File: config.mk
export PLATFORM = sky130hd
export DESIGN_NAME = systolic_skew_feeder
export DESIGN_NICKNAME = d
export VERILOG_FILES = /design/src/rtl/systolic_skew_feeder.sv
export SDC_FILE = /design/constraint.sdc
export NUM_CORES = 1
export LEC_CHECK = 0
export BUFFER_PORTS_ARGS = -buffer_cell sky130_fd_sc_hd__buf_2
export CAP_MARGIN = 30
export CORE_UTILIZATION = 57
export DETAILED_ROUTE_END_ITERATION = 6
export GPL_TIMING_DRIVEN = 1
export PLACE_DENSITY = 0.77
export SKIP_CTS_REPAIR_TIMING = 1
export SLEW_MARGIN = 30
export SYNTH_ARGS = -nofsm -noshare
export SYNTH_HDL_FRONTEND = slang
export SYNTH_SLANG_ARGS = --single-unit
File: constraint.sdc
create_clock -name clk -period 3.6 [get_ports clk]
set_input_delay 0.9 -clock clk [delete_from_list [all_inputs] [get_ports clk]]
set_output_delay 0.9 -clock clk [all_outputs]
set_load 0.1 [all_outputs]
File: src/rtl/systolic_skew_feeder.sv
// -----------------------------------------------------------------------------
// systolic_skew_feeder
//
// Edge feeder for the systolic array. Buffers one operand matrix (DEPTH vectors
// of LANES elements, DW bits each) and replays it diagonally skewed so that
// lane i trails lane 0 by i beats. Each lane drives the boundary register of
// one array row/column. Beats advance only on edges where out_en is high.
//
// Ports:
//   clk            - system clock, rising edge
//   reset          - asynchronous, active-low reset
//   in_valid       - in_data holds a valid vector
//   in_ready       - feeder can accept a vector (LOAD state)
//   in_data        - input vector, lane i at [i*DW +: DW]
//   out_en         - array advance enable; outputs update only when high
//   out_data       - skewed element per lane, same packing as in_data
//   out_lane_valid - bit i high when out_data lane i carries a real element
//   busy           - high while streaming
//   done           - high while the final stream beat is on the outputs
// -----------------------------------------------------------------------------
module systolic_skew_feeder #(
    parameter int LANES = 4,
    parameter int DEPTH = 4,
    parameter int DW    = 8
) (
    input  logic                  clk,
    input  logic                  reset,
    input  logic                  in_valid,
    output logic                  in_ready,
    input  logic [LANES*DW-1:0]   in_data,
    input  logic                  out_en,
    output logic [LANES*DW-1:0]   out_data,
    output logic [LANES-1:0]      out_lane_valid,
    output logic                  busy,
    output logic                  done
);

    localparam int AW    = (DEPTH > 1) ? $clog2(DEPTH) : 1;
    localparam int BEATS = DEPTH + LANES - 1;
    localparam int TW    = $clog2(BEATS + 1);

    localparam logic [AW-1:0] LAST_WR = AW'(DEPTH - 1);
    localparam logic [TW-1:0] LAST_T  = TW'(BEATS - 1);

    typedef enum logic {
        S_LOAD   = 1'b0,
        S_STREAM = 1'b1
    } state_t;

    state_t                 state_q, state_d;
    logic [AW-1:0]          wr_ptr_q, wr_ptr_d;
    logic [TW-1:0]          t_q, t_d;
    logic [LANES*DW-1:0]    mem_q [DEPTH];
    logic [LANES*DW-1:0]    mem_d [DEPTH];
    logic [LANES*DW-1:0]    out_data_q, out_data_d;
    logic [LANES-1:0]       out_lane_valid_q, out_lane_valid_d;
    logic                   done_q, done_d;

    always_comb begin
        state_d          = state_q;
        wr_ptr_d         = wr_ptr_q;
        t_d              = t_q;
        mem_d            = mem_q;
        out_data_d       = out_data_q;
        out_lane_valid_d = out_lane_valid_q;
        done_d           = done_q;

        case (state_q)
            S_LOAD: begin
                // in_ready is high for the whole LOAD state, so in_valid
                // alone completes the handshake.
                if (in_valid) begin
                    mem_d[wr_ptr_q] = in_data;
                    if (wr_ptr_q == LAST_WR) begin
                        wr_ptr_d = '0;
                        t_d      = '0;
                        state_d  = S_STREAM;
                    end else begin
                        wr_ptr_d = wr_ptr_q + AW'(1);
                    end
                end
                // A held final beat (and done) survives until the array
                // advances again; loading meanwhile does not touch it.
                if (out_en) begin
                    out_data_d       = '0;
                    out_lane_valid_d = '0;
                    done_d           = 1'b0;
                end
            end

            S_STREAM: begin
                if (out_en) begin
                    // Lane i shows element t-i when that index is in range;
                    // written as a compare-per-entry mux over the buffer.
                    out_data_d       = '0;
                    out_lane_valid_d = '0;
                    for (int i = 0; i < LANES; i++) begin
                        for (int d = 0; d < DEPTH; d++) begin
                            if (t_q == TW'(d + i)) begin
                                out_data_d[i*DW +: DW] = mem_q[d][i*DW +: DW];
                                out_lane_valid_d[i]    = 1'b1;
                            end
                        end
                    end
                    if (t_q == LAST_T) begin
                        t_d     = '0;
                        done_d  = 1'b1;
                        state_d = S_LOAD;
                    end else begin
                        t_d = t_q + TW'(1);
                    end
                end
            end

            default: state_d = S_LOAD;
        endcase
    end

    always_ff @(posedge clk or negedge reset) begin
        if (!reset) begin
            state_q          <= S_LOAD;
            wr_ptr_q         <= '0;
            t_q              <= '0;
            out_data_q       <= '0;
            out_lane_valid_q <= '0;
            done_q           <= 1'b0;
            for (int d = 0; d < DEPTH; d++) begin
                mem_q[d] <= '0;
            end
        end else begin
            state_q          <= state_d;
            wr_ptr_q         <= wr_ptr_d;
            t_q              <= t_d;
            out_data_q       <= out_data_d;
            out_lane_valid_q <= out_lane_valid_d;
            done_q           <= done_d;
            mem_q            <= mem_d;
        end
    end

    assign in_ready       = (state_q == S_LOAD);
    assign busy           = (state_q == S_STREAM);
    assign out_data       = out_data_q;
    assign out_lane_valid = out_lane_valid_q;
    assign done           = done_q;

endmodule

## Word level (Yosys, flattened, before mapping)

Index checks and enable logic that the tools add are counted.

- Flip-flop bits (word level): 171
- Bits of input ports: 36
- Word-level logic and storage cells: 90

- $add $sub $neg: 2
- Order comparisons: 2
- Equality and inequality tests: 12
- Multiplexer cells: 56
- Bitwise gates (word level): 2
- Reduce and logical (&&, ||, !) cells: 6

Operator list:

| operator | count |
|---|---|
| 128-bit bitwise mux | 1 |
| 8-bit 2-to-1 mux | 16 |
| 32-bit 2-to-1 mux | 3 |
| 32-bit demux with 2-bit select | 1 |
| 32-bit case mux with 2 select lines | 1 |
| 1-bit 2-to-1 mux | 23 |
| 3-bit 2-to-1 mux | 4 |
| 3-bit equality test (second input constant) | 3 |
| 4-bit 2-to-1 mux | 2 |
| 4-bit case mux with 2 select lines | 1 |
| 3-bit by 2-bit equality test with 1-bit output (second input constant) | 2 |
| 2-bit by 1-bit inequality test with 1-bit output (second input constant) | 3 |
| 3-bit case mux with 2 select lines | 1 |
| 3-bit AND reduction | 2 |
| 2-bit inequality test (second input constant) | 2 |
| 1-bit case mux with 2 select lines | 2 |
| 2-bit AND reduction | 2 |
| 3-bit by 1-bit adder with 3-bit output (second input constant) | 1 |
| 3-bit by 1-bit equality test with 1-bit output (second input constant) | 1 |
| 3-bit >= comparator (second input constant) | 1 |
| 3-bit zero test | 1 |
| 3-bit by 1-bit < comparator with 1-bit output (second input constant) | 1 |
| 2-bit inverter with 3-bit output | 1 |
| 2-bit by 1-bit adder with 2-bit output (second input constant) | 1 |
| 4 further kinds | 4 |

## Depth between registers and ports, before layout

Gate-level depths: netlist of the first run.

- Depth in word-level cells: 7
- Gate-level depth with buffers: 9
- Mapped depth without buffers: 6

## Least setup slack after synthesis of the first run

No wires, ideal clock.

- Path type: register -> register
- From: reg state_q, in the netlist busy
- To: reg out_data_q[24], in the netlist out_data[24]
- Library setup time: 0.078 ns
- Arrival: 2.560 ns
- Slack: 0.962 ns
- Cell stages (with the launch flop): 6
- Path buffers: 1
- Path through: dfrtp_1 -> inv_1 -> nor2_2 -> clkbuf_1 -> o21ai_0 -> o2bb2ai_1

- Word-level cells in the longest chain between the ends: 3
- Elaborated cells on any way between the ends: 5
- Classes of those cells: eq/ne: 2; mux: 1; bitwise: 1; reduce/logical: 1

RTL lines:

| item | line | text |
|---|---|---|
| start, declared | 50 | `state_t state_q, state_d;` |
| start signal, assigned | 131 | `state_q <= state_d;` |
| 1-bit inverter (no source line) * | - |  |
| named net in_ready | 29 | `output logic in_ready,` |
| 2-bit by 1-bit inequality test with 1-bit output (no source line) | - |  |
| 2-bit AND reduction (no source line) | - |  |
| end signal, assigned | 134 | `out_data_q <= out_data_d;` |
| end, declared | 55 | `logic [LANES*DW-1:0] out_data_q, out_data_d;` |

Mark *: on every way through the listed nets, which the timed path passes. The rest lies on a longest branch.
A chain may end at the register's enable or synchronous reset.

## Worst setup path in the final report of the first run

- From: reg state_q, in the netlist busy
- To: out in_ready

- Word-level cells in the longest chain between the ends: 1

RTL lines:

| item | line |
|---|---|
| 1-bit inverter (no source line) | - |
| end, declared | 29 |

No other way between the ends.

==> impl_metrics.xml, run 1 <==
<?xml version="1.0" encoding="UTF-8"?>
<metrics>
  <group name="power">
    <metric name="power_frac_clock" unit="%">19.6</metric>
    <metric name="power.sequential.fraction" unit="%">37.0</metric>
    <metric name="irDropWorstVdd" unit="uV">574</metric>
    <metric name="switchingPower" unit="mW">3.85</metric>
    <metric name="powerDensity" unit="mW/mm^2">1060</metric>
    <metric name="internal_power" unit="mW">5.32</metric>
    <metric name="static_leakage" unit="nW">4.02</metric>
    <metric name="p_comb_share" unit="%">43.4</metric>
    <metric name="switching_share" unit="%">42.0</metric>
  </group>
  <group name="worst_setup_path">
    <metric name="cp-start-kind" unit="">flop</metric>
    <metric name="arrival_time_worst_endpoint" unit="ns">1.76</metric>
    <metric name="crit_fanout" unit="">14</metric>
    <metric name="critical_path_required" unit="ns">2.70</metric>
    <metric name="crit_type" unit="">flop to primary output</metric>
    <metric name="worstSetupEndpointType" unit="">primary output</metric>
  </group>
  <group name="cts">
    <metric name="clock_tree_from_tritoncts" unit="">done</metric>
    <metric name="cts.clk_slew.worst_paths" unit="ns">0.06</metric>
    <metric name="htree_levels" unit="">4</metric>
    <metric name="clock_path_buffers" unit="">2</metric>
    <metric name="cts_buf_count" unit="">17</metric>
    <metric name="cts.root.buffer_cell" unit="">sky130_fd_sc_hd__clkbuf_16</metric>
    <metric name="clkSinkCount" unit="">171</metric>
    <metric name="clock_insertion_delay_worst_skew" unit="ns">0.42</metric>
  </group>
  <group name="placed_design">
    <metric name="hpwlAfterDp" unit="um">10600</metric>
    <metric name="gpl.final_weighted_congestion" unit="">0.755</metric>
    <metric name="post-place-cells" unit="">789</metric>
    <metric name="port-buffer-count" unit="">74</metric>
    <metric name="preCtsSetupSlack" unit="ns">1.05</metric>
  </group>
  <group name="layout">
    <metric name="layout-drive-gt1-share" unit="%">41.1</metric>
    <metric name="final_core_util" unit="%">67.7</metric>
    <metric name="finish.net_count" unit="">677</metric>
    <metric name="sequential_cell_area" unit="sq mm">0.00428</metric>
    <metric name="final_cells" unit="">822</metric>
    <metric name="fill_cells" unit="">936</metric>
    <metric name="multi_input_area" unit="sq mm">0.00298</metric>
    <metric name="synthToLayoutAreaGrowth" unit="%">15.1</metric>
  </group>
  <group name="die">
    <metric name="boundary_pins" unit="">75</metric>
    <metric name="design.core.area" unit="sq mm">0.0127</metric>
    <metric name="die_width" unit="um">117</metric>
    <metric name="placement_rows" unit="">41</metric>
    <metric name="die_area" unit="sq mm">0.0136</metric>
    <metric name="initial_core_util" unit="%">58.8</metric>
    <metric name="dieHeight" unit="um">117</metric>
  </group>
  <group name="yosys">
    <metric name="post_synth_fa_ha_maj_area_fraction" unit="%">0.836</metric>
    <metric name="synth_top_flop_cell" unit="">sky130_fd_sc_hd__dfrtp_1</metric>
    <metric name="synth_nets" unit="">605</metric>
    <metric name="async_set_or_reset_flop_fraction_in_the_synthesized_netlist" unit="%">100</metric>
    <metric name="synth_area" unit="sq mm">0.00748</metric>
    <metric name="synth_top_cells_by_area" unit="">sky130_fd_sc_hd__dfrtp_1, sky130_fd_sc_hd__mux2_2, sky130_fd_sc_hd__o21ai_0, sky130_fd_sc_hd__and2_1, sky130_fd_sc_hd__buf_2</metric>
    <metric name="yosys.area_share.simple" unit="%">5.03</metric>
    <metric name="ys_ff_latch" unit="">171</metric>
    <metric name="post-synth-top-area-fraction" unit="%">57.2</metric>
    <metric name="synth-xor-area-share" unit="%">0.117</metric>
    <metric name="synth_area_leader_cell" unit="">sky130_fd_sc_hd__dfrtp_1</metric>
    <metric name="synth_top_family_by_area" unit="">multiplexers</metric>
    <metric name="post_synthesis_compound_gate_area_fraction" unit="%">12.2</metric>
    <metric name="ys_warn_count" unit="">0</metric>
    <metric name="syn-instance-count" unit="">564</metric>
    <metric name="synth-edff-count" unit="">0</metric>
    <metric name="synth_mux_area_share" unit="%">21.5</metric>
    <metric name="seq_area_frac_synth" unit="%">57.2</metric>
    <metric name="netlist-cell-type-count" unit="">40</metric>
    <metric name="avgSynthCellArea" unit="sq um">13.3</metric>
  </group>
  <group name="timing">
    <metric name="layout_setup_ws" unit="ns">0.942</metric>
    <metric name="min_period_over_period" unit="%">73.8</metric>
    <metric name="grt_setup_unrepaired" unit="">no</metric>
    <metric name="worst_clock_skew" unit="ns">0.00518</metric>
    <metric name="maxSlewHeadroom" unit="%">37.5</metric>
    <metric name="setup_viol" unit="">0</metric>
    <metric name="worst-slew-pin-transition" unit="ns">0.936</metric>
    <metric name="report.final.hold_viol_count" unit="">0</metric>
    <metric name="min_period" unit="ns">2.66</metric>
    <metric name="fin_tns_setup" unit="ns">0</metric>
    <metric name="final-max-slew-violation-count" unit="">0</metric>
    <metric name="max_freq" unit="GHz">0.376</metric>
  </group>
  <group name="routing">
    <metric name="totalWireLength" unit="um">16400</metric>
    <metric name="dr.pass1.iters" unit="">4</metric>
    <metric name="postRouteAntennaNets" unit="">0</metric>
    <metric name="detailroute.via_count" unit="">5001</metric>
    <metric name="iteration_0_drc_markers" unit="">217</metric>
    <metric name="route.detailed.drc" unit="">0</metric>
    <metric name="drt-wirelength-per-cell" unit="um">19.9</metric>
    <metric name="route.detailed.vias_per_inst" unit="">6.08</metric>
  </group>
  <group name="global_route">
    <metric name="antenna_found_initial" unit="">0</metric>
    <metric name="first_global_vias" unit="">5241</metric>
    <metric name="grt_first_pass_wirelength" unit="um">27000</metric>
    <metric name="grt_max_degree" unit="">77</metric>
    <metric name="grtUsageTotal" unit="%">26.8</metric>
    <metric name="gr-total-overflow" unit="">0</metric>
  </group>
  <group name="outcome">
    <metric name="status" unit="">completed</metric>
  </group>
  <group name="hold_path">
    <metric name="worstHoldPathType" unit="">flop to flop</metric>
  </group>
  <group name="run">
    <metric name="maxCapViolCount" unit="">0</metric>
  </group>
</metrics>
## through the flow
stage	hold WS [ns]	power [mW]	cell area (sq um)
2_1_floorplan	0.471	6.52	7480
3_3_place_gp	0.460	7.22	8030
3_5_place_dp	0.466	7.39	8030
4_1_cts	0.479	9.20	8610
5_1_grt	0.491	9.65	8610
6_report	0.471	9.17	8620
## sequential cells by signal (all words and copies together), names as in the netlist
signal          flops
busy                1
done                1
out_data           32
t_q                 3
wr_ptr_q            2
mem_q             128
out_lane_valid      4
## layout by cell type, fill, tap and decap left out, types with 9 or more instances in the layout
cell,n
sky130_fd_sc_hd__a22o_1,9
sky130_fd_sc_hd__nand2_1,20
sky130_fd_sc_hd__clkbuf_16,17
sky130_fd_sc_hd__o2bb2ai_1,9
sky130_fd_sc_hd__a21o_1,9
sky130_fd_sc_hd__inv_1,14
sky130_fd_sc_hd__buf_4,15
sky130_fd_sc_hd__dfrtp_1,171
sky130_fd_sc_hd__nand3_1,10
sky130_fd_sc_hd__nor3_1,9
sky130_fd_sc_hd__o21ai_0,30
sky130_fd_sc_hd__buf_2,73
sky130_fd_sc_hd__mux2_2,136
sky130_fd_sc_hd__and2_1,17
## cell families (layout without fill, tap and decap cells)
kind of cell             after synthesis  in the layout
multiplexers                         144            144
AND/OR/NAND/NOR                       71             71
XOR/XNOR                               1              1
adder cells (fa/ha/maj)                5              5
other                                  0              1
flip-flops                           171            171
AO/OA/AOI/OAI                        120            120
buffers and inverters                 52            137
## power by group through the flow
stage	logic, mW	clock network (mW)	registers [mW]
3_3_place_gp	3.88	0	3.34
3_5_place_dp	3.98	0	3.41
6_report	3.98	1.80	3.39
5_1_grt	4.25	1.90	3.50
2_1_floorplan	1.92	0	4.60
4_1_cts	4.00	1.82	3.39
## worst max-delay path: stages, from the launching register on
cell	delay, ns
sky130_fd_sc_hd__dfrtp_1	0.59
sky130_fd_sc_hd__inv_1	0.27
sky130_fd_sc_hd__buf_2	0.47
## synthesized netlist by cell type (2+ instances only)
| cell type | number |
|---|---|
| sky130_fd_sc_hd__buf_1 | 3 |
| sky130_fd_sc_hd__clkbuf_1 | 10 |
| sky130_fd_sc_hd__a21o_1 | 9 |
| sky130_fd_sc_hd__a22oi_1 | 8 |
| sky130_fd_sc_hd__o221a_2 | 7 |
| sky130_fd_sc_hd__o221ai_1 | 8 |
| sky130_fd_sc_hd__dfrtp_1 | 171 |
| sky130_fd_sc_hd__o31ai_1 | 3 |
| sky130_fd_sc_hd__nand2_2 | 2 |
| sky130_fd_sc_hd__nor2b_1 | 3 |
| sky130_fd_sc_hd__buf_4 | 3 |
| sky130_fd_sc_hd__o21ai_0 | 30 |
| sky130_fd_sc_hd__nand2_1 | 20 |
| sky130_fd_sc_hd__a211oi_1 | 8 |
| sky130_fd_sc_hd__buf_2 | 21 |
| sky130_fd_sc_hd__a22o_1 | 9 |
| sky130_fd_sc_hd__a221o_1 | 8 |
| sky130_fd_sc_hd__inv_1 | 14 |
| sky130_fd_sc_hd__and2_1 | 17 |
| sky130_fd_sc_hd__mux2_2 | 136 |
| sky130_fd_sc_hd__a31oi_1 | 8 |
| sky130_fd_sc_hd__o311a_1 | 8 |
| sky130_fd_sc_hd__ha_1 | 5 |
| sky130_fd_sc_hd__a21oi_1 | 3 |
| sky130_fd_sc_hd__nor3_1 | 9 |
| sky130_fd_sc_hd__o2bb2ai_1 | 9 |
| sky130_fd_sc_hd__nand3_1 | 10 |
| sky130_fd_sc_hd__mux2i_1 | 8 |
| sky130_fd_sc_hd__nor2_1 | 3 |
## cell type report
class	instances	area share (%)
Multi-Input combinational cell	341	34.5
Timing Repair Buffer	90	5.91
Sequential cell	171	49.7
Clock inverter	9	1.39
Antenna cell	1	0.0290
Inverter	15	0.653
Clock buffer	23	5.31
Tap cell	172	2.50
## per-layer routing
metal	global-route usage, %	part of all wire (%)
met3	5.50	4.2
met2	44.5	50
met1	33.8	43
met4	12.5	2.7
met5	0	0
## worst paths after layout
| path | startpoint | to | slack (ns) | cells after the start |
|---|---|---|---|---|
| min reg2reg | out_data[18] | out_data[18] | 0.47 | 1 |
| max | busy | in_ready | 0.94 | 2 |
| min | out_data[18] | out_data[18] | 0.47 | 1 |
| min in group asynchronous | reset | out_data[19] | 0.49 | 1 |
| max reg2reg | t_q[1] | out_data[18] | 1.05 | 7 |
| max in group asynchronous | reset | mem_q[37] | 2.26 | 2 |
Power figures use the tool's default switching activity.
==> run 2, diff against run 1 <==
Clock period 3.6 ns to 2.55 ns, I/O delays scaled along.
==> run 2 against run 1 <==
Critical path depth did not move. Clock-buffer cell count shrank 1. Wire length increased by 4.2%. Sequential power increased by 41%. Combinational power is 44% higher. Non-clock buffer count increased by 10. Die area did not move. Global-route usage grew 0.90 points. First-iteration DRC count rose by 24%. Cell area grew 1.1%. Critical endpoint unchanged.
==> impl_metrics.xml, run 2 (same netlist as run 1, synthesis figures left out) <==
<?xml version="1.0" encoding="UTF-8"?>
<metrics>
  <group name="power">
    <metric name="powerDensity" unit="mW/mm^2">1490</metric>
    <metric name="total_power" unit="mW">13.0</metric>
    <metric name="static_leakage" unit="nW">4.06</metric>
    <metric name="irDropWorstVdd" unit="uV">812</metric>
  </group>
  <group name="die">
    <metric name="placement_rows" unit="">41</metric>
    <metric name="die_area" unit="sq mm">0.0136</metric>
    <metric name="dieHeight" unit="um">117</metric>
    <metric name="initial_core_util" unit="%">58.8</metric>
    <metric name="die_width" unit="um">117</metric>
    <metric name="boundary_pins" unit="">75</metric>
    <metric name="design.core.area" unit="sq mm">0.0127</metric>
  </group>
  <group name="timing">
    <metric name="grt_setup_unrepaired" unit="">no</metric>
    <metric name="report.final.hold_viol_count" unit="">0</metric>
    <metric name="worst-slew-pin-transition" unit="ns">0.799</metric>
    <metric name="min_period" unit="ns">2.21</metric>
    <metric name="maxSlewHeadroom" unit="%">46.6</metric>
    <metric name="min_period_over_period" unit="%">86.6</metric>
    <metric name="final-max-slew-violation-count" unit="">0</metric>
    <metric name="worst_clock_skew" unit="ns">0.00619</metric>
    <metric name="fin_tns_setup" unit="ns">0</metric>
    <metric name="max_freq" unit="GHz">0.453</metric>
    <metric name="setup_viol" unit="">0</metric>
  </group>
  <group name="cts">
    <metric name="clock_tree_from_tritoncts" unit="">done</metric>
    <metric name="cts.root.buffer_cell" unit="">sky130_fd_sc_hd__clkbuf_16</metric>
    <metric name="htree_levels" unit="">4</metric>
    <metric name="cts_buf_count" unit="">17</metric>
    <metric name="cts.clk_slew.worst_paths" unit="ns">0.07</metric>
    <metric name="clock_path_buffers" unit="">2</metric>
    <metric name="clkSinkCount" unit="">171</metric>
    <metric name="clock_insertion_delay_worst_skew" unit="ns">0.42</metric>
  </group>
  <group name="worst_setup_path">
    <metric name="worstPathCellList" unit="">clkinvlp_4 -&gt; buf_2</metric>
    <metric name="arrival_time_worst_endpoint" unit="ns">1.57</metric>
    <metric name="cp_depth" unit="">2</metric>
    <metric name="crit_slowest_cell" unit="">sky130_fd_sc_hd__dfrtp_2</metric>
    <metric name="setup.reg_to_reg.worst_slack" unit="ns">0.38</metric>
    <metric name="crit_type" unit="">flop to primary output</metric>
    <metric name="critPathCapture" unit="">in_ready</metric>
    <metric name="slowest_delay" unit="ns">0.53</metric>
    <metric name="worst_r2r_endpoint" unit="">out_data[28]</metric>
    <metric name="crit_fanout" unit="">14</metric>
    <metric name="cell_family_with_most_cp_delay" unit="">buffers and inverters</metric>
    <metric name="cp-start-kind" unit="">flop</metric>
    <metric name="critical_path.startpoint" unit="">busy</metric>
    <metric name="critical_path_required" unit="ns">1.91</metric>
    <metric name="worstSetupEndpointType" unit="">primary output</metric>
    <metric name="timing.rr.start" unit="">t_q[0]</metric>
    <metric name="worstPathBufferInverterCount" unit="">2</metric>
    <metric name="worst-r2r-cell-count" unit="">6</metric>
  </group>
  <group name="routing">
    <metric name="drt-wirelength-per-cell" unit="um">20.6</metric>
    <metric name="route.detailed.vias_per_inst" unit="">6.09</metric>
    <metric name="iteration_0_drc_markers" unit="">269</metric>
    <metric name="totalWireLength" unit="um">17100</metric>
    <metric name="postRouteAntennaNets" unit="">0</metric>
    <metric name="detailroute.via_count" unit="">5061</metric>
    <metric name="dr.pass1.iters" unit="">4</metric>
    <metric name="route.detailed.drc" unit="">0</metric>
  </group>
  <group name="run">
    <metric name="maxCapViolCount" unit="">0</metric>
  </group>
  <group name="layout">
    <metric name="layout-drive-gt1-share" unit="%">42.9</metric>
    <metric name="diodes" unit="">0</metric>
    <metric name="largest_register_ff_count" unit="">128</metric>
    <metric name="registers.top_by_ff_count" unit="">mem_q</metric>
    <metric name="commonest_cells_after_routing_fill_and_taps_aside" unit="">sky130_fd_sc_hd__dfrtp_1, sky130_fd_sc_hd__mux2_2, sky130_fd_sc_hd__buf_2</metric>
    <metric name="finish.net_count" unit="">687</metric>
    <metric name="layout_commonest_cell" unit="">sky130_fd_sc_hd__dfrtp_1</metric>
    <metric name="final_core_util" unit="%">68.5</metric>
    <metric name="synthToLayoutAreaGrowth" unit="%">16.4</metric>
  </group>
  <group name="global_route">
    <metric name="antenna_found_initial" unit="">0</metric>
    <metric name="grt_max_degree" unit="">63</metric>
    <metric name="gr-total-overflow" unit="">0</metric>
    <metric name="first_global_vias" unit="">5445</metric>
    <metric name="grtUsageTotal" unit="%">27.7</metric>
    <metric name="grt_first_pass_wirelength" unit="um">27600</metric>
  </group>
  <group name="outcome">
    <metric name="status" unit="">completed</metric>
  </group>
  <group name="placed_design">
    <metric name="gpl.final_weighted_congestion" unit="">0.761</metric>
    <metric name="port-buffer-count" unit="">74</metric>
    <metric name="hpwlAfterDp" unit="um">10800</metric>
  </group>
  <group name="hold_path">
    <metric name="worstHoldPathType" unit="">input pin to async pin</metric>
  </group>
</metrics>
## run 2: cell count changes in the layout (fill, tap and decap cells not counted), moves of 2 or more
cell / previous run / this run
sky130_fd_sc_hd__buf_4: 15 / 24
sky130_fd_sc_hd__clkbuf_8: 1 / 5
sky130_fd_sc_hd__clkinvlp_4: 0 / 5
sky130_fd_sc_hd__clkbuf_1: 5 / 0
sky130_fd_sc_hd__clkinv_2: 6 / 4
sky130_fd_sc_hd__bufinv_16: 3 / 1
## run 2: worst min-delay path by stage
| stage | from | end | slack [ns] | cells past startpoint |
|---|---|---|---|---|
| floorplan | reset | busy | 0.34 | 0 |
| CTS | reset | mem_q[18] | 0.21 | 1 |
| global placement | out_data[19] | out_data[19] | 0.46 | 1 |
| finish | reset | mem_q[19] | 0.20 | 1 |
| global route | reset | mem_q[19] | 0.23 | 1 |
| detailed placement | out_data[19] | out_data[19] | 0.47 | 1 |
## run 2: area by class of cell
cell class,instances,area (sq um)
multi-input combinational,341,2980
timing repair buffer,100,597
tap,172,215
clock buffer,22,494
inverter,15,60.1
fill,924,4010
clock inverter,10,88.8
sequential,171,4280
## run 2: per-layer routing
metal  GRT usage (%)  wire length (um)  part of all wire, %  up-vias
met5               0                 0                    0        -
met4            13.2               338                  2.0        0
met3            5.40               814                  4.8       30
met2            47.6              8980                   53      147
met1            33.6              6950                   41     2625
li1                -                 -                    -     2259
## run 2: power breakdown
part	switching (mW)	internal [mW]	total, mW
combinational	3.76	1.98	5.73
clock	1.04	1.47	2.51
sequential	0.735	4.04	4.77
## run 2: through the flow
| stage | cell area (sq um) | hold slack, ns | worst slack [ns] | cells |
|---|---|---|---|---|
| finish | 8710 | 0.197 | 0.343 | 831 |
| global placement | 8120 | 0.460 | 0.471 | 799 |
| floorplan | 7490 | 0.342 | 0.251 | 564 |
| detailed placement | 8120 | 0.465 | 0.412 | 799 |
| global route | 8710 | 0.232 | 0.261 | 831 |
| CTS | 8710 | 0.210 | 0.341 | 831 |
==> run 3, diff against run 2 <==
Settings changed: CTS_BUF_LIST set to sky130_fd_sc_hd__clkbuf_2, PLACE_DENSITY 0.77 to 0.83.
==> run 3 against run 2 <==
Utilization is 3.2 points lower. Worst hold slack worse by 0.066 ns. Register-to-register slack better by 0.09 ns. Cell count shrank 0.12%. Setup slack worse by 0.23 ns. Sequential power is 1% lower. Clock-buffer cell count shrank 4. Non-clock buffer count is the same. Global-route usage fell by 1.0 points. Sequential cell count is the same. Critical path type unchanged. Largest cell class unchanged.
==> impl_metrics.xml, run 3 (same netlist as run 1, synthesis figures left out) <==
<?xml version="1.0" encoding="UTF-8"?>
<metrics>
  <group name="worst_setup_path">
    <metric name="worstPathBufferInverterCount" unit="">2</metric>
    <metric name="critical_path_required" unit="ns">1.91</metric>
    <metric name="crit_fanout" unit="">10</metric>
    <metric name="slowest_delay" unit="ns">0.55</metric>
    <metric name="crit_type" unit="">flop to primary output</metric>
    <metric name="cp-start-kind" unit="">flop</metric>
    <metric name="cell_family_with_most_cp_delay" unit="">flip-flops</metric>
    <metric name="arrival_time_worst_endpoint" unit="ns">1.80</metric>
    <metric name="setup.reg_to_reg.worst_slack" unit="ns">0.47</metric>
    <metric name="crit_slowest_cell" unit="">sky130_fd_sc_hd__dfrtp_2</metric>
    <metric name="worstSetupEndpointType" unit="">primary output</metric>
    <metric name="worstPathCellList" unit="">clkinvlp_4 -&gt; clkbuf_4</metric>
  </group>
  <group name="power">
    <metric name="switchingPower" unit="mW">5.36</metric>
    <metric name="power_frac_clock" unit="%">10.4</metric>
    <metric name="static_leakage" unit="nW">3.91</metric>
    <metric name="power.sequential.fraction" unit="%">40.4</metric>
    <metric name="switching_share" unit="%">45.9</metric>
    <metric name="internal_power" unit="mW">6.31</metric>
    <metric name="p_comb_share" unit="%">49.2</metric>
    <metric name="irDropWorstVdd" unit="uV">834</metric>
    <metric name="powerDensity" unit="mW/mm^2">1400</metric>
  </group>
  <group name="timing">
    <metric name="fin_tns_setup" unit="ns">0</metric>
    <metric name="worst-slew-pin-transition" unit="ns">0.693</metric>
    <metric name="maxSlewHeadroom" unit="%">53.5</metric>
    <metric name="report.final.hold_viol_count" unit="">0</metric>
    <metric name="setup_viol" unit="">0</metric>
    <metric name="worst_clock_skew" unit="ns">0.0361</metric>
    <metric name="layout_setup_ws" unit="ns">0.113</metric>
    <metric name="min_period" unit="ns">2.44</metric>
    <metric name="max_freq" unit="GHz">0.410</metric>
    <metric name="final-max-slew-violation-count" unit="">0</metric>
    <metric name="min_period_over_period" unit="%">95.6</metric>
  </group>
  <group name="outcome">
    <metric name="status" unit="">completed</metric>
  </group>
  <group name="cts">
    <metric name="cts.clk_slew.worst_paths" unit="ns">0.24</metric>
    <metric name="clock_path_buffers" unit="">2</metric>
    <metric name="clock_tree_from_tritoncts" unit="">done</metric>
    <metric name="htree_levels" unit="">4</metric>
    <metric name="clock_insertion_delay_worst_skew" unit="ns">0.76</metric>
    <metric name="cts.root.buffer_cell" unit="">sky130_fd_sc_hd__clkbuf_2</metric>
    <metric name="clkSinkCount" unit="">171</metric>
    <metric name="cts_buf_count" unit="">17</metric>
  </group>
  <group name="routing">
    <metric name="drt-wirelength-per-cell" unit="um">19.8</metric>
    <metric name="postRouteAntennaNets" unit="">0</metric>
    <metric name="route.detailed.vias_per_inst" unit="">6.05</metric>
    <metric name="totalWireLength" unit="um">16500</metric>
    <metric name="iteration_0_drc_markers" unit="">295</metric>
    <metric name="detailroute.via_count" unit="">5021</metric>
    <metric name="dr.pass1.iters" unit="">5</metric>
    <metric name="route.detailed.drc" unit="">0</metric>
  </group>
  <group name="die">
    <metric name="initial_core_util" unit="%">58.8</metric>
    <metric name="design.core.area" unit="sq mm">0.0127</metric>
    <metric name="die_area" unit="sq mm">0.0136</metric>
    <metric name="placement_rows" unit="">41</metric>
    <metric name="dieHeight" unit="um">117</metric>
    <metric name="boundary_pins" unit="">75</metric>
    <metric name="die_width" unit="um">117</metric>
  </group>
  <group name="layout">
    <metric name="layout-drive-gt1-share" unit="%">42.2</metric>
    <metric name="layout_commonest_cell" unit="">sky130_fd_sc_hd__dfrtp_1</metric>
    <metric name="commonest_cells_after_routing_fill_and_taps_aside" unit="">sky130_fd_sc_hd__dfrtp_1, sky130_fd_sc_hd__mux2_2, sky130_fd_sc_hd__buf_2</metric>
    <metric name="synthToLayoutAreaGrowth" unit="%">11.1</metric>
    <metric name="registers.top_by_ff_count" unit="">mem_q</metric>
    <metric name="diodes" unit="">0</metric>
    <metric name="finish.net_count" unit="">687</metric>
    <metric name="largest_register_ff_count" unit="">128</metric>
  </group>
  <group name="global_route">
    <metric name="grt_max_degree" unit="">58</metric>
    <metric name="first_global_vias" unit="">5214</metric>
    <metric name="gr-total-overflow" unit="">0</metric>
    <metric name="grtUsageTotal" unit="%">26.6</metric>
    <metric name="globalRouteMet3Util" unit="%">6.23</metric>
    <metric name="grtUsageMet1" unit="%">33.5</metric>
    <metric name="grt.busiest_layer" unit="">met2</metric>
    <metric name="grt_util_met2" unit="%">45.0</metric>
    <metric name="grt_first_pass_wirelength" unit="um">26700</metric>
    <metric name="antenna_found_initial" unit="">0</metric>
  </group>
  <group name="run">
    <metric name="maxCapViolCount" unit="">0</metric>
  </group>
  <group name="hold_path">
    <metric name="worstHoldPathType" unit="">input pin to flop</metric>
  </group>
  <group name="placed_design">
    <metric name="preCtsSetupSlack" unit="ns">0.519</metric>
    <metric name="gpl.final_weighted_congestion" unit="">0.737</metric>
    <metric name="port-buffer-count" unit="">74</metric>
    <metric name="hpwlAfterDp" unit="um">10800</metric>
  </group>
</metrics>
-- run 3: cell count changes in the layout (fill, tap and decap cells not counted), moves of 3 or more --
cell | before | now
sky130_fd_sc_hd__clkbuf_2 | 0 | 18
sky130_fd_sc_hd__clkinv_1 | 0 | 3
sky130_fd_sc_hd__clkbuf_8 | 5 | 0
sky130_fd_sc_hd__clkinvlp_4 | 5 | 1
sky130_fd_sc_hd__clkinv_2 | 4 | 9
sky130_fd_sc_hd__clkbuf_16 | 17 | 0
-- run 3: power groups by stage --
stage / registers, mW / clock network [mW] / logic [mW]
finish: 4.72 / 1.21 / 5.75
global route: 4.86 / 1.35 / 6.12
detailed placement: 4.79 / 0 / 5.70
CTS: 4.72 / 1.24 / 5.72
global placement: 4.68 / 0 / 5.54
floorplan: 6.50 / 0 / 2.71
-- run 3: final timing paths --
kind / start / to / depth (start not counted)
min reg2reg: out_data[23] / out_data[23] / 1
min in group asynchronous: reset / mem_q[86] / 2
min: out_en / done / 2
max reg2reg: t_q[0] / out_data[14] / 5
max: busy / in_ready / 2
max in group asynchronous: reset / mem_q[66] / 3
-- run 3: layer usage --
metal / vias to the layer above / share of wire (%)
met1: 2604 / 42
met5: - / 0
li1: 2257 / -
met3: 26 / 4.2
met4: 0 / 1.9
met2: 134 / 52
-- run 3: metrics by stage --
stage / cells / power, mW / area (sq um) / utilization (%) / hold WS (ns)
6_report: 830 / 11.7 / 8310 / 65.3 / 0.131
5_1_grt: 830 / 12.3 / 8310 / 65.3 / 0.0597
4_1_cts: 826 / 11.7 / 8280 / 65.0 / -0.211
3_5_place_dp: 795 / 10.5 / 8100 / 63.7 / 0.467
3_3_place_gp: 795 / 10.2 / 8090 / 63.6 / 0.460
2_1_floorplan: 564 / 9.21 / 7490 / - / 0.342
-- run 3: area by class of cell --
class / instances / area (sq um)
Clock buffer: 18 / 90.1
Tap cell: 172 / 215
Fill cell: 990 / 4410
Clock inverter: 13 / 86.3
Timing Repair Buffer: 100 / 602
Sequential cell: 171 / 4280
Multi-Input combinational cell: 341 / 2980
Inverter: 15 / 60.1
